**config.mk**
```make
export PLATFORM = sky130hd
export DESIGN_NAME = multicycle_main_control
export DESIGN_NICKNAME = d
export VERILOG_FILES = /design/src/rtl/multicycle_ctrl_pkg.sv /design/src/rtl/multicycle_ctrl_outputs.sv /design/src/rtl/multicycle_main_control.sv
export SDC_FILE = /design/constraint.sdc
export NUM_CORES = 1
export LEC_CHECK = 0
export CORE_MARGIN = 5
export CORE_UTILIZATION = 44
export CTS_BUF_LIST = sky130_fd_sc_hd__clkbuf_8
export DETAILED_ROUTE_END_ITERATION = 10
export PLACE_DENSITY = 0.87
export SYNTH_ARGS = -nofsm -noshare
export SYNTH_HDL_FRONTEND = slang
export SYNTH_SLANG_ARGS = --single-unit
```
**constraint.sdc**
```tcl
create_clock -name clk -period 3 [get_ports clk]
set_input_delay 0.45 -clock clk [delete_from_list [all_inputs] [get_ports clk]]
set_output_delay 0.45 -clock clk [all_outputs]
set_load 0.01 [all_outputs]
```
**src/rtl/multicycle_ctrl_pkg.sv**
```systemverilog
// Shared encodings for the multi-cycle controller: states, opcodes, mux selects
// and the bundle of control outputs driven into the datapath.
package multicycle_ctrl_pkg;

    typedef enum logic [3:0] {
        S_FETCH     = 4'd0,
        S_DECODE    = 4'd1,
        S_MEM_ADDR  = 4'd2,
        S_MEM_READ  = 4'd3,
        S_MEM_WB    = 4'd4,
        S_MEM_WRITE = 4'd5,
        S_EXECUTE   = 4'd6,
        S_ALU_WB    = 4'd7,
        S_BRANCH    = 4'd8,
        S_JUMP      = 4'd9,
        S_ADDI_EXEC = 4'd10,
        S_ADDI_WB   = 4'd11
    } state_t;

    localparam logic [5:0] OP_RTYPE = 6'b000000;
    localparam logic [5:0] OP_LW    = 6'b100011;
    localparam logic [5:0] OP_SW    = 6'b101011;
    localparam logic [5:0] OP_BEQ   = 6'b000100;
    localparam logic [5:0] OP_J     = 6'b000010;
    localparam logic [5:0] OP_ADDI  = 6'b001000;

    localparam logic [1:0] ALUOP_ADD   = 2'b00;
    localparam logic [1:0] ALUOP_SUB   = 2'b01;
    localparam logic [1:0] ALUOP_FUNCT = 2'b10;

    localparam logic [1:0] SRCB_RD2     = 2'b00;
    localparam logic [1:0] SRCB_FOUR    = 2'b01;
    localparam logic [1:0] SRCB_IMM     = 2'b10;
    localparam logic [1:0] SRCB_IMM_SL2 = 2'b11;

    localparam logic [1:0] PCSRC_ALU    = 2'b00;
    localparam logic [1:0] PCSRC_ALUOUT = 2'b01;
    localparam logic [1:0] PCSRC_JUMP   = 2'b10;

    typedef struct packed {
        logic       pc_write;
        logic       pc_write_cond;
        logic       iord;
        logic       mem_read;
        logic       mem_write;
        logic       ir_write;
        logic       mem_to_reg;
        logic       reg_dst;
        logic       reg_write;
        logic       alu_src_a;
        logic [1:0] alu_src_b;
        logic [1:0] alu_op;
        logic [1:0] pc_source;
        logic       illegal_op;
        logic       instr_done;
    } ctrl_t;

    function automatic logic is_legal_op(input logic [5:0] op);
        return op inside {OP_RTYPE, OP_LW, OP_SW, OP_BEQ, OP_J, OP_ADDI};
    endfunction

endpackage

```
**src/rtl/multicycle_ctrl_outputs.sv**
```systemverilog
// Combinational decode of (state, mem_ready, opcode) into the datapath control bundle.
// FETCH and MEM_WRITE carry Mealy terms gated by mem_ready; DECODE flags illegal opcodes.
module multicycle_ctrl_outputs
    import multicycle_ctrl_pkg::*;
#(
    parameter int OPCODE_W = 6
) (
    input  state_t              state,
    input  logic                mem_ready,
    input  logic [OPCODE_W-1:0] opcode,
    output ctrl_t               ctrl
);

    always_comb begin
        ctrl = '0;
        case (state)
            S_FETCH: begin
                ctrl.mem_read  = 1'b1;
                ctrl.alu_src_b = SRCB_FOUR;
                ctrl.alu_op    = ALUOP_ADD;
                ctrl.pc_source = PCSRC_ALU;
                ctrl.ir_write  = mem_ready;
                ctrl.pc_write  = mem_ready;
            end
            S_DECODE: begin
                // Branch target is precomputed here so BRANCH only needs the compare
                ctrl.alu_src_b  = SRCB_IMM_SL2;
                ctrl.alu_op     = ALUOP_ADD;
                ctrl.illegal_op = !is_legal_op(opcode);
                ctrl.instr_done = !is_legal_op(opcode);
            end
            S_MEM_ADDR, S_ADDI_EXEC: begin
                ctrl.alu_src_a = 1'b1;
                ctrl.alu_src_b = SRCB_IMM;
                ctrl.alu_op    = ALUOP_ADD;
            end
            S_MEM_READ: begin
                ctrl.mem_read = 1'b1;
                ctrl.iord     = 1'b1;
            end
            S_MEM_WB: begin
                ctrl.reg_write  = 1'b1;
                ctrl.mem_to_reg = 1'b1;
                ctrl.instr_done = 1'b1;
            end
            S_MEM_WRITE: begin
                ctrl.mem_write  = 1'b1;
                ctrl.iord       = 1'b1;
                ctrl.instr_done = mem_ready;
            end
            S_EXECUTE: begin
                ctrl.alu_src_a = 1'b1;
                ctrl.alu_src_b = SRCB_RD2;
                ctrl.alu_op    = ALUOP_FUNCT;
            end
            S_ALU_WB: begin
                ctrl.reg_write  = 1'b1;
                ctrl.reg_dst    = 1'b1;
                ctrl.instr_done = 1'b1;
            end
            S_BRANCH: begin
                ctrl.alu_src_a     = 1'b1;
                ctrl.alu_src_b     = SRCB_RD2;
                ctrl.alu_op        = ALUOP_SUB;
                ctrl.pc_write_cond = 1'b1;
                ctrl.pc_source     = PCSRC_ALUOUT;
                ctrl.instr_done    = 1'b1;
            end
            S_JUMP: begin
                ctrl.pc_write   = 1'b1;
                ctrl.pc_source  = PCSRC_JUMP;
                ctrl.instr_done = 1'b1;
            end
            S_ADDI_WB: begin
                ctrl.reg_write  = 1'b1;
                ctrl.instr_done = 1'b1;
            end
            default: ctrl = '0;
        endcase
    end

endmodule

```
**src/rtl/multicycle_main_control.sv**
```systemverilog
// Main control FSM of the multi-cycle datapath: state register and next-state logic,
// with the output decode delegated to multicycle_ctrl_outputs.
module multicycle_main_control
    import multicycle_ctrl_pkg::*;
#(
    parameter int OPCODE_W = 6,
    parameter int STATE_W  = 4
) (
    input  logic                clk,
    input  logic                reset_n,
    input  logic [OPCODE_W-1:0] Opcode,
    input  logic                mem_ready,
    output logic                PCWrite,
    output logic                PCWriteCond,
    output logic                IorD,
    output logic                MemRead,
    output logic                MemWrite,
    output logic                IRWrite,
    output logic                MemtoReg,
    output logic                RegDst,
    output logic                RegWrite,
    output logic                ALUSrcA,
    output logic [1:0]          ALUSrcB,
    output logic [1:0]          ALUOp,
    output logic [1:0]          PCSource,
    output logic                illegal_op,
    output logic                instr_done,
    output logic [STATE_W-1:0]  state
);

    state_t state_q, state_d;
    logic   active_q, active_d;
    ctrl_t  ctrl_raw, ctrl_out;

    // active_q keeps every output low (and the FSM parked) until the first edge after reset
    always_comb begin
        active_d = 1'b1;
        state_d  = state_q;
        if (active_q) begin
            case (state_q)
                S_FETCH:     if (mem_ready) state_d = S_DECODE;
                S_DECODE: begin
                    if (Opcode == OP_LW || Opcode == OP_SW) state_d = S_MEM_ADDR;
                    else if (Opcode == OP_RTYPE)            state_d = S_EXECUTE;
                    else if (Opcode == OP_BEQ)              state_d = S_BRANCH;
                    else if (Opcode == OP_J)                state_d = S_JUMP;
                    else if (Opcode == OP_ADDI)             state_d = S_ADDI_EXEC;
                    else                                    state_d = S_FETCH;
                end
                S_MEM_ADDR:  state_d = (Opcode == OP_LW) ? S_MEM_READ : S_MEM_WRITE;
                S_MEM_READ:  if (mem_ready) state_d = S_MEM_WB;
                S_MEM_WRITE: if (mem_ready) state_d = S_FETCH;
                S_EXECUTE:   state_d = S_ALU_WB;
                S_ADDI_EXEC: state_d = S_ADDI_WB;
                default:     state_d = S_FETCH;
            endcase
        end
    end

    always_ff @(posedge clk or negedge reset_n) begin
        if (!reset_n) begin
            state_q  <= S_FETCH;
            active_q <= 1'b0;
        end else begin
            state_q  <= state_d;
            active_q <= active_d;
        end
    end

    multicycle_ctrl_outputs #(
        .OPCODE_W (OPCODE_W)
    ) u_outputs (
        .state     (state_q),
        .mem_ready (mem_ready),
        .opcode    (Opcode),
        .ctrl      (ctrl_raw)
    );

    assign ctrl_out    = active_q ? ctrl_raw : '0;
    assign PCWrite     = ctrl_out.pc_write;
    assign PCWriteCond = ctrl_out.pc_write_cond;
    assign IorD        = ctrl_out.iord;
    assign MemRead     = ctrl_out.mem_read;
    assign MemWrite    = ctrl_out.mem_write;
    assign IRWrite     = ctrl_out.ir_write;
    assign MemtoReg    = ctrl_out.mem_to_reg;
    assign RegDst      = ctrl_out.reg_dst;
    assign RegWrite    = ctrl_out.reg_write;
    assign ALUSrcA     = ctrl_out.alu_src_a;
    assign ALUSrcB     = ctrl_out.alu_src_b;
    assign ALUOp       = ctrl_out.alu_op;
    assign PCSource    = ctrl_out.pc_source;
    assign illegal_op  = ctrl_out.illegal_op;
    assign instr_done  = ctrl_out.instr_done;
    assign state       = STATE_W'(state_q);

endmodule

```
==> results.sh, run 1 <==
export IMPL_status="completed"
export IMPL_final_max_slew_viol_count=0
export IMPL_cp_max_fo=10
export IMPL_r2r_end="state[0]$_DFFE_PN0P_"
export IMPL_fin_cells=135
export IMPL_crit_cells=5
export IMPL_area_sequential_um2=125.1
export IMPL_ios=31
export IMPL_finalSetupTns_ns=0
export IMPL_synth_most_common_cell="nor2_1"
export IMPL_p_comb_share_pct=38.8
export IMPL_holdCritPathClass="in2async"
export IMPL_grt_pass1_wl_um=3056
export IMPL_hold_buffers=0
export IMPL_cp_top_family="simple AND/OR/NAND/NOR gates"
export IMPL_setup_worst_path_start="active_q$_DFF_PN0_"
export IMPL_fmax_mhz=366.7
export IMPL_grt_max_degree=19
export IMPL_cts_resized_gates=0
export IMPL_dpl_cell_area_um2=923.4
export IMPL_grtUsageTotal_pct=19.15
export IMPL_numCtsBuffers=3
export IMPL_cts_setup_buffers=0
export IMPL_endpoint="PCWrite"
export IMPL_final_cell_area_um2=969.7
export IMPL_worst_r2r_setup_slack_ns=1.38
export IMPL_fin_nets=130
export IMPL_htreeDepth=1
export IMPL_pwr_share_seq_pct=26.4
export IMPL_synth_largest_area_cell="dfrtp_1"
export IMPL_synth_area_top_cells="dfrtp_1 20%, nor2_1 7.7%, nand2b_1 5.9%"
export IMPL_routedWlPerCell_um=14.04
export IMPL_switchingPower_uw=124.8
export IMPL_r2r_start="state[2]$_DFFE_PN0P_"
export IMPL_fin_crit_sh_pct=90.89
export IMPL_synthArstFlopShare_pct=100.0
export IMPL_die_area_um2=2301
export IMPL_skew_ns=0.004821
export IMPL_leakage_uw=0.0003789
export IMPL_gr_total_overflow=0
export IMPL_cap_viol_max_count=0
export IMPL_crit_required_ns=2.55
export IMPL_drive_above_1_share_pct=8.333
export IMPL_p_clk_share_pct=34.8
export IMPL_ys_ff_latch=5
export IMPL_dpl_hpwl_um=1459
export IMPL_die_w_um=47.97
export IMPL_rows=13
export IMPL_p_sw_share_pct=34.27
export IMPL_start_util_pct=47.56
export IMPL_netlist_area_leader_share_pct=19.72
export IMPL_crit_buf_inv=2
export IMPL_drtIter0Drc=40
export IMPL_hold_violations=0
export IMPL_clk_latency_ns=0.23
export IMPL_clk_pin_slew_worst_paths_ns=0.04
export IMPL_crit_type="reg2out"
export IMPL_nFillCells=121
export IMPL_grt_pass1_vias=696
export IMPL_synthToLayoutAreaGrowth_pct=52.86
export IMPL_num_vias=773
export IMPL_p_per_area_nw_per_um2=375.7
export IMPL_max_stage_delay_ns=0.52
export IMPL_n_antenna_cell=0
export IMPL_seq_area_frac_synth_pct=19.72
export IMPL_die_h_um=47.97
export IMPL_ys_warn_count=0
export IMPL_p_int_uw=239.4
export IMPL_synthCells=92
export IMPL_clkSinkCount=5
export IMPL_antenna_found_initial=0
export IMPL_synthFlopType="dfrtp_1"
export IMPL_synth_area_um2=634.4
export IMPL_design_core_area_um2=1334
export IMPL_placed_cells=131
export IMPL_firstDrtPassIters=4
export IMPL_synth_avg_cell_area_um2=6.895
export IMPL_synth_cell_types=39
export IMPL_synth_edf_count=0
export IMPL_drc=0
export IMPL_cts_max_path_buffers=2
export IMPL_worstSetupStartpointType="flip-flop"
export IMPL_reg2regPathDepth=4
export IMPL_report_final_setup_viol=0
export IMPL_min_period_ns=2.727
export IMPL_antenna_left=0
export IMPL_rsz0062_at_grt="no"
export IMPL_endpoint_kind="output port"
export IMPL_routabilityCongestion=0.8881
export IMPL_multiInputGateArea_um2=464.2
export IMPL_cts_tree="built"
export IMPL_ys_top_cells_by_count="13 x nor2_1, 6 x a21oi_1, 6 x nand2_1, 6 x nand2b_1"
export IMPL_cp_cell_sequence="inv_1, or3_1, nor3_1, or2_1, clkdlybuf4s50_1"
export IMPL_routed_wl_um=1896
export IMPL_arrival_ns=2.28
export IMPL_numPortBuffers=30
export IMPL_cts_root_buf="clkbuf_8"
export IMPL_syn_nets=101
export IMPL_worst_path_max_delay_cell="dfrtp_1"
export IMPL_viasPerCell=5.726
export IMPL_irDropWorstVdd_mv=0.2571
## logic make-up (layout without fill, tap and decap cells)
family,Yosys count,in the layout,share of synthesized area (%)
other,1,1,0.5911
AO/OA/AOI/OAI,22,22,23.47
buffers and inverters,10,38,7.099
AND/OR/NAND/NOR,52,52,46.36
XOR/XNOR,2,2,2.762
flip-flops,5,5,19.72
## cell usage in the layout, fill, tap and decap left out, types with 3 or more instances in the layout
| master | instances |
|---|---|
| a21oi_1 | 6 |
| and3_1 | 3 |
| clkbuf_8 | 3 |
| clkdlybuf4s50_1 | 30 |
| dfrtp_1 | 5 |
| inv_1 | 4 |
| nand2_1 | 6 |
| nand2b_1 | 6 |
| nand3b_1 | 3 |
| nor2_1 | 13 |
| o21ai_0 | 5 |
| or2_2 | 3 |
## how the worst min path moves through the flow
stage	end	slack, ns	depth (start not counted)
finish	state[0]$_DFFE_PN0P_	0.46	1
global route	state[2]$_DFFE_PN0P_	0.49	1
CTS	state[0]$_DFFE_PN0P_	0.46	1
detailed placement	state[0]$_DFFE_PN0P_	0.70	1
global placement	state[0]$_DFFE_PN0P_	0.68	1
floorplan	active_q$_DFF_PN0_	0.15	0
## power groups by stage
| stage | Combinational (µW) | Clock, µW | Sequential [µW] |
|---|---|---|---|
| after floorplan | 82.9 | 0 | 83.9 |
| after CTS | 141 | 129 | 95.8 |
| after global placement | 138 | 0 | 96.5 |
| final | 141 | 127 | 96.2 |
| after detailed placement | 141 | 0 | 96.5 |
| after global routing | 155 | 137 | 98.8 |
## metrics by stage
step / hold slack (ns) / power [µW] / setup slack (ns) / util [%]
after CTS: 0.4626 / 366.1 / 0.2770 / 72.70
final: 0.4634 / 364.3 / 0.2733 / 72.70
after floorplan: 0.1544 / 166.8 / 1.114 / -
after global routing: 0.4907 / 390.4 / 0.1649 / 72.70
after global placement: 0.6791 / 234.8 / 0.3994 / 69.23
after detailed placement: 0.7044 / 237.2 / 0.3560 / 69.23
## metal layers
layer / vias to the layer above / GRT usage (%) / part of all wire, %
li1: 388 / - / -
met1: 335 / 22.44 / 40
met2: 48 / 32.72 / 48
met3: 2 / 3.383 / 11
met4: 0 / 10.22 / 0.42
met5: - / 0 / 0
## layout make-up
type / count / share of cell area [%]
sequential: 5 / 12.90
timing repair buffer: 30 / 30.97
clock inverter: 1 / 0.5161
clock buffer: 3 / 4.258
tap: 15 / 1.935
inverter: 4 / 1.548
multi-input combinational: 77 / 47.87
## sequential cells by signal, indices dropped and copies added (netlist names)
| name | flops |
|---|---|
| active_q | 1 |
| state | 4 |
(Power assumes the default switching activity.)
==> run 2: changes to the inputs <==
--- a/config.mk
+++ b/config.mk
@@ -6,10 +6,11 @@
 export NUM_CORES = 1
 export LEC_CHECK = 0
 export CORE_MARGIN = 5
-export CORE_UTILIZATION = 44
+export CORE_UTILIZATION = 40
 export CTS_BUF_LIST = sky130_fd_sc_hd__clkbuf_8
 export DETAILED_ROUTE_END_ITERATION = 10
-export PLACE_DENSITY = 0.87
+export PLACE_DENSITY = 0.75
 export SYNTH_ARGS = -nofsm -noshare
 export SYNTH_HDL_FRONTEND = slang
+export SYNTH_HIERARCHICAL = 1
 export SYNTH_SLANG_ARGS = --single-unit
==> results.sh, run 2 <==
export IMPL_hold_buffers=0
export IMPL_hold_worst_slack_ns=0.4587
export IMPL_ys_top_cells_by_count="18 x and2_1, 9 x nor2_1, 8 x nor3_1"
export IMPL_drtIter0Drc=26
export IMPL_grt_max_degree=25
export IMPL_endpoint_kind="output port"
export IMPL_hold_violations=0
export IMPL_n_antenna_cell=0
export IMPL_drive_above_1_share_pct=11.19
export IMPL_cts_root_buf="clkbuf_8"
export IMPL_die_h_um=55.37
export IMPL_numCtsBuffers=3
export IMPL_ios=31
export IMPL_start_util_pct=41.96
export IMPL_pre_cts_ws_ns=0.1641
export IMPL_worst_slack_ns=0.1713
export IMPL_antenna_left=0
export IMPL_routedWlPerCell_um=11.90
export IMPL_ys_ff_latch=5
export IMPL_dpl_hpwl_um=1639
export IMPL_dpl_cell_area_um2=1149
export IMPL_clk_latency_ns=0.22
export IMPL_viasPerCell=5.329
export IMPL_netlist_area_leader_share_pct=15.20
export IMPL_num_vias=906
export IMPL_crit_required_ns=2.55
export IMPL_synthCells=112
export IMPL_ys_warn_count=6
export IMPL_synthToLayoutAreaGrowth_pct=44.98
export IMPL_drc=0
export IMPL_synth_area_um2=823.3
export IMPL_finalSetupTns_ns=0
export IMPL_htreeDepth=1
export IMPL_fmax_mhz=353.5
export IMPL_routed_wl_um=2023
export IMPL_rsz0062_at_grt="no"
export IMPL_synthFlopType="dfrtp_1"
export IMPL_holdCritPathClass="in2async"
export IMPL_clk_pin_slew_worst_paths_ns=0.04
export IMPL_final_max_slew_viol_count=0
export IMPL_clkSinkCount=5
export IMPL_nFillCells=206
export IMPL_fin_crit_sh_pct=94.29
export IMPL_grt_pass1_wl_um=3588
export IMPL_die_area_um2=3065
export IMPL_final_cell_area_um2=1194
export IMPL_cts_max_path_buffers=2
export IMPL_fin_nets=153
export IMPL_p_per_area_nw_per_um2=656.7
export IMPL_die_w_um=55.37
export IMPL_synthArstFlopShare_pct=100.0
export IMPL_worstSetupStartpointType="primary input"
export IMPL_synth_most_common_cell="and2_1"
export IMPL_skew_ns=0.003863
export IMPL_synth_edf_count=0
export IMPL_crit_type="in2out"
export IMPL_grt_pass1_vias=790
export IMPL_synth_largest_area_cell="dfrtp_1"
export IMPL_leakage_uw=0.0004654
export IMPL_cts_setup_buffers=0
export IMPL_arrival_ns=2.38
export IMPL_grtUsageTotal_pct=13.59
export IMPL_irDropWorstVdd_mv=0.4856
export IMPL_numPortBuffers=30
export IMPL_rows=16
export IMPL_routabilityCongestion=0.8867
export IMPL_area_sequential_um2=125.1
export IMPL_cap_viol_max_count=0
export IMPL_synth_cell_types=45
export IMPL_cp_max_fo=5
export IMPL_gr_total_overflow=0
export IMPL_mostFrequentLayoutCells="30 x clkdlybuf4s50_1, 18 x and2_1, 9 x nor2_1, 8 x nor3_1"
export IMPL_multiInputGateArea_um2=629.4
export IMPL_antenna_found_initial=0
export IMPL_final_common_cell="clkdlybuf4s50_1"
export IMPL_largest_reg_flops=4
export IMPL_report_final_setup_viol=0
export IMPL_status="completed"
export IMPL_syn_nets=121
export IMPL_synth_area_top_cells="dfrtp_1 15%, and2_1 14%, nor3_1 4.9%"
export IMPL_cts_resized_gates=0
export IMPL_min_period_ns=2.829
export IMPL_seq_area_frac_synth_pct=15.20
export IMPL_cts_tree="built"
export IMPL_design_core_area_um2=1962
export IMPL_firstDrtPassIters=4
export IMPL_synth_avg_cell_area_um2=7.351
[run 2: cell types whose count changed in the layout (fill, tap and decap cells not counted), moves of 3 or more]
cell,delta
and2_1,+17
buf_4,+7
nor3_1,+6
a21oi_1,-4
nor2_1,-4
o21ai_0,-4
a221o_1,+3
and3_1,-3
nand3b_1,-3
o21ai_1,+3
or2_2,-3
[run 2: critical path, cell delays in order]
cell	delay, ns
clkdlybuf4s50_1	0.48
or4_4	0.56
a31oi_4	0.18
a211oi_2	0.08
and2_1	0.15
clkdlybuf4s50_1	0.47
[run 2: kinds of logic after synthesis]
kind of cell | Yosys count | share of synthesized area (%)
DFF | 5 | 15.20
AOI/OAI and AO/OA | 22 | 22.49
and+or+nand+nor | 69 | 50.30
xor gates and xnor gates | 3 | 3.192
buffers and inverters | 12 | 8.357
other | 1 | 0.4555
[run 2: worst paths after layout]
path / start / endpoint / slack (ns) / depth (start not counted)
worst max-delay path: Opcode[3] / instr_done / 0.17 / 6
worst min-delay path: reset_n / state[3]$_DFFE_PN0P_ / 0.46 / 1
worst max register to register: state[1]$_DFFE_PN0P_ / state[1]$_DFFE_PN0P_ / 1.19 / 4
worst min register to register: state[0]$_DFFE_PN0P_ / state[3]$_DFFE_PN0P_ / 0.77 / 4
max in group asynchronous: reset_n / state[2]$_DFFE_PN0P_ / 2.35 / 1
min in group clk: state[0]$_DFFE_PN0P_ / state[3]$_DFFE_PN0P_ / 0.77 / 4
[run 2: cell type report]
| cell class | count | area share (%) |
|---|---|---|
| clock inverter | 1 | 0.3145 |
| clock buffer | 3 | 3.459 |
| multi-input combinational | 95 | 52.73 |
| sequential | 5 | 10.48 |
| inverter | 2 | 0.6289 |
| timing repair buffer | 37 | 29.56 |
| tap | 27 | 2.830 |
[run 2: report_power, final]
group	leakage [µW]	internal [µW]	switching, µW	total [µW]
clock	0.0000269	87.5	30.1	118
combinational	0.000374	290	241	531
sequential	0.0000645	85.0	50.5	136
[run 2: metal layers]
layer  vias to the layer above  GRT usage (%)  part of all wire, %
li1                        466              -                    -
met1                       416          17.13                   45
met2                        24          23.14                   49
met3                         0          3.963                  5.1
met4                         0          2.083                    0
met5                         -              0                    0
[run 2: through the flow]
stage / util [%] / total power, µW / std cells
final: 60.84 / 783.9 / 170
after global routing: 60.84 / 852.3 / 170
after CTS: 60.84 / 791.4 / 170
after detailed placement: 58.55 / 670.2 / 166
after global placement: 58.55 / 661.9 / 166
after floorplan: - / 478.8 / 112
==> run 3: changes to the inputs <==
==> constraint.sdc (replaced) <==
create_clock -name clk -period 3.5 [get_ports clk]
set_input_delay 0.525 -clock clk [delete_from_list [all_inputs] [get_ports clk]]
set_output_delay 0.525 -clock clk [all_outputs]
set_load 0.01 [all_outputs]
==> results.sh, run 3 (synthesis results as in run 2) <==
export IMPL_num_vias=893
export IMPL_worst_slack_ns=0.4700
export IMPL_cp_max_fo=7
export IMPL_power_uw=654.1
export IMPL_htreeDepth=1
export IMPL_grt_pass1_wl_um=3615
export IMPL_p_per_area_nw_per_um2=573.2
export IMPL_arrival_ns=2.51
export IMPL_fin_crit_sh_pct=86.57
export IMPL_antenna_found_initial=0
export IMPL_status="completed"
export IMPL_final_max_slew_viol_count=0
export IMPL_cts_setup_buffers=0
export IMPL_gr_total_overflow=0
export IMPL_grtUsageTotal_pct=13.99
export IMPL_ios=31
export IMPL_firstDrtPassIters=4
export IMPL_min_period_ns=3.030
export IMPL_numPortBuffers=30
export IMPL_report_final_setup_viol=0
export IMPL_clk_pin_slew_worst_paths_ns=0.04
export IMPL_pre_cts_ws_ns=0.4616
export IMPL_routabilityCongestion=0.8970
export IMPL_grt_pass1_vias=804
export IMPL_cap_viol_max_count=0
export IMPL_leakage_uw=0.0004300
export IMPL_hold_buffers=0
export IMPL_synthToLayoutAreaGrowth_pct=38.60
export IMPL_crit_required_ns=2.97
export IMPL_cts_tree="built"
export IMPL_mostFrequentLayoutCells="30 x clkdlybuf4s50_1, 18 x and2_1, 9 x nor2_1, 8 x nor3_1, 7 x nand2_1"
export IMPL_routed_wl_um=2079
export IMPL_finalSetupTns_ns=0
export IMPL_final_cell_area_um2=1141
export IMPL_dpl_cell_area_um2=1096
export IMPL_maxSlewHeadroom_pct=48.39
export IMPL_drive_above_1_share_pct=6.618
export IMPL_worstMarginPinSlew_ns=0.7741
export IMPL_largest_reg_flops=4
export IMPL_clk_latency_ns=0.22
export IMPL_die_h_um=55.37
export IMPL_r2r_start="state[0]$_DFFE_PN0P_"
export IMPL_cts_max_path_buffers=2
export IMPL_irDropWorstVdd_mv=0.3658
export IMPL_antenna_left=0
export IMPL_viasPerCell=5.479
export IMPL_routedWlPerCell_um=12.75
export IMPL_crit_type="in2out"
export IMPL_drc=0
export IMPL_worst_r2r_setup_slack_ns=1.68
export IMPL_rows=16
export IMPL_numCtsBuffers=3
export IMPL_drtIter0Drc=16
export IMPL_worstSetupStartpointType="primary input"
export IMPL_start_util_pct=41.96
export IMPL_clkSinkCount=5
export IMPL_skew_ns=0.001845
export IMPL_fmax_mhz=330.0
export IMPL_die_w_um=55.37
export IMPL_dpl_hpwl_um=1547
export IMPL_fin_nets=146
export IMPL_endpoint_kind="output port"
export IMPL_reg2regPathDepth=3
export IMPL_cts_resized_gates=0
export IMPL_holdCritPathClass="in2async"
export IMPL_design_core_area_um2=1962
export IMPL_n_antenna_cell=0
export IMPL_rsz0062_at_grt="no"
export IMPL_grt_max_degree=29
export IMPL_die_area_um2=3065
export IMPL_hold_violations=0
export IMPL_r2r_end="state[1]$_DFFE_PN0P_"
export IMPL_cts_root_buf="clkbuf_8"
export IMPL_hold_worst_slack_ns=0.5277
export IMPL_final_common_cell="clkdlybuf4s50_1"
[run 3: changes by cell type in the layout (fill, tap and decap cells not counted)]
cell / before / now
buf_4: 7 / 0
[run 3: final cells by class]
type                       instances  area (µm²)
tap                               27       33.78
inverter                           2       7.507
timing repair buffer              30       300.3
clock inverter                     1       3.754
fill                             202       820.8
clock buffer                       3       41.29
multi-input combinational         95       629.4
sequential                         5       125.1
[run 3: where the power goes]
part / switching (µW) / leakage, µW / total, µW / internal (µW)
sequential: 93.6 / 0.0000645 / 165 / 71.6
clock: 29.0 / 0.0000269 / 104 / 75.2
combinational: 156 / 0.000339 / 385 / 229
[run 3: worst max-delay path by stage]
stage,startpoint,end,slack (ns),cells past startpoint
after global placement,Opcode[0],instr_done,0.49,6
final,Opcode[0],instr_done,0.47,6
after global routing,Opcode[2],instr_done,0.41,6
after detailed placement,Opcode[0],instr_done,0.46,6
after CTS,Opcode[0],instr_done,0.46,6
after floorplan,Opcode[0],instr_done,1.48,4
[run 3: routing by layer]
| layer | share of wire, % | GRT usage, % | vias to the layer above |
|---|---|---|---|
| met5 | 0 | 0 | - |
| met4 | 1.3 | 6.250 | 0 |
| met3 | 4.9 | 3.730 | 3 |
| met2 | 50 | 24.66 | 26 |
| met1 | 44 | 15.52 | 409 |
| li1 | - | - | 455 |
[run 3: through the flow]
step,util (%),cells
6_report,58.16,163
5_1_grt,58.16,163
4_1_cts,58.16,163
3_5_place_dp,55.87,159
3_3_place_gp,55.87,159
2_1_floorplan,-,112
[run 3: critical path, cell delays in order]
cell,delay [ns]
clkdlybuf4s50_1,0.50
or4_4,0.58
a31oi_4,0.19
a211oi_2,0.08
and2_1,0.16
clkdlybuf4s50_1,0.47
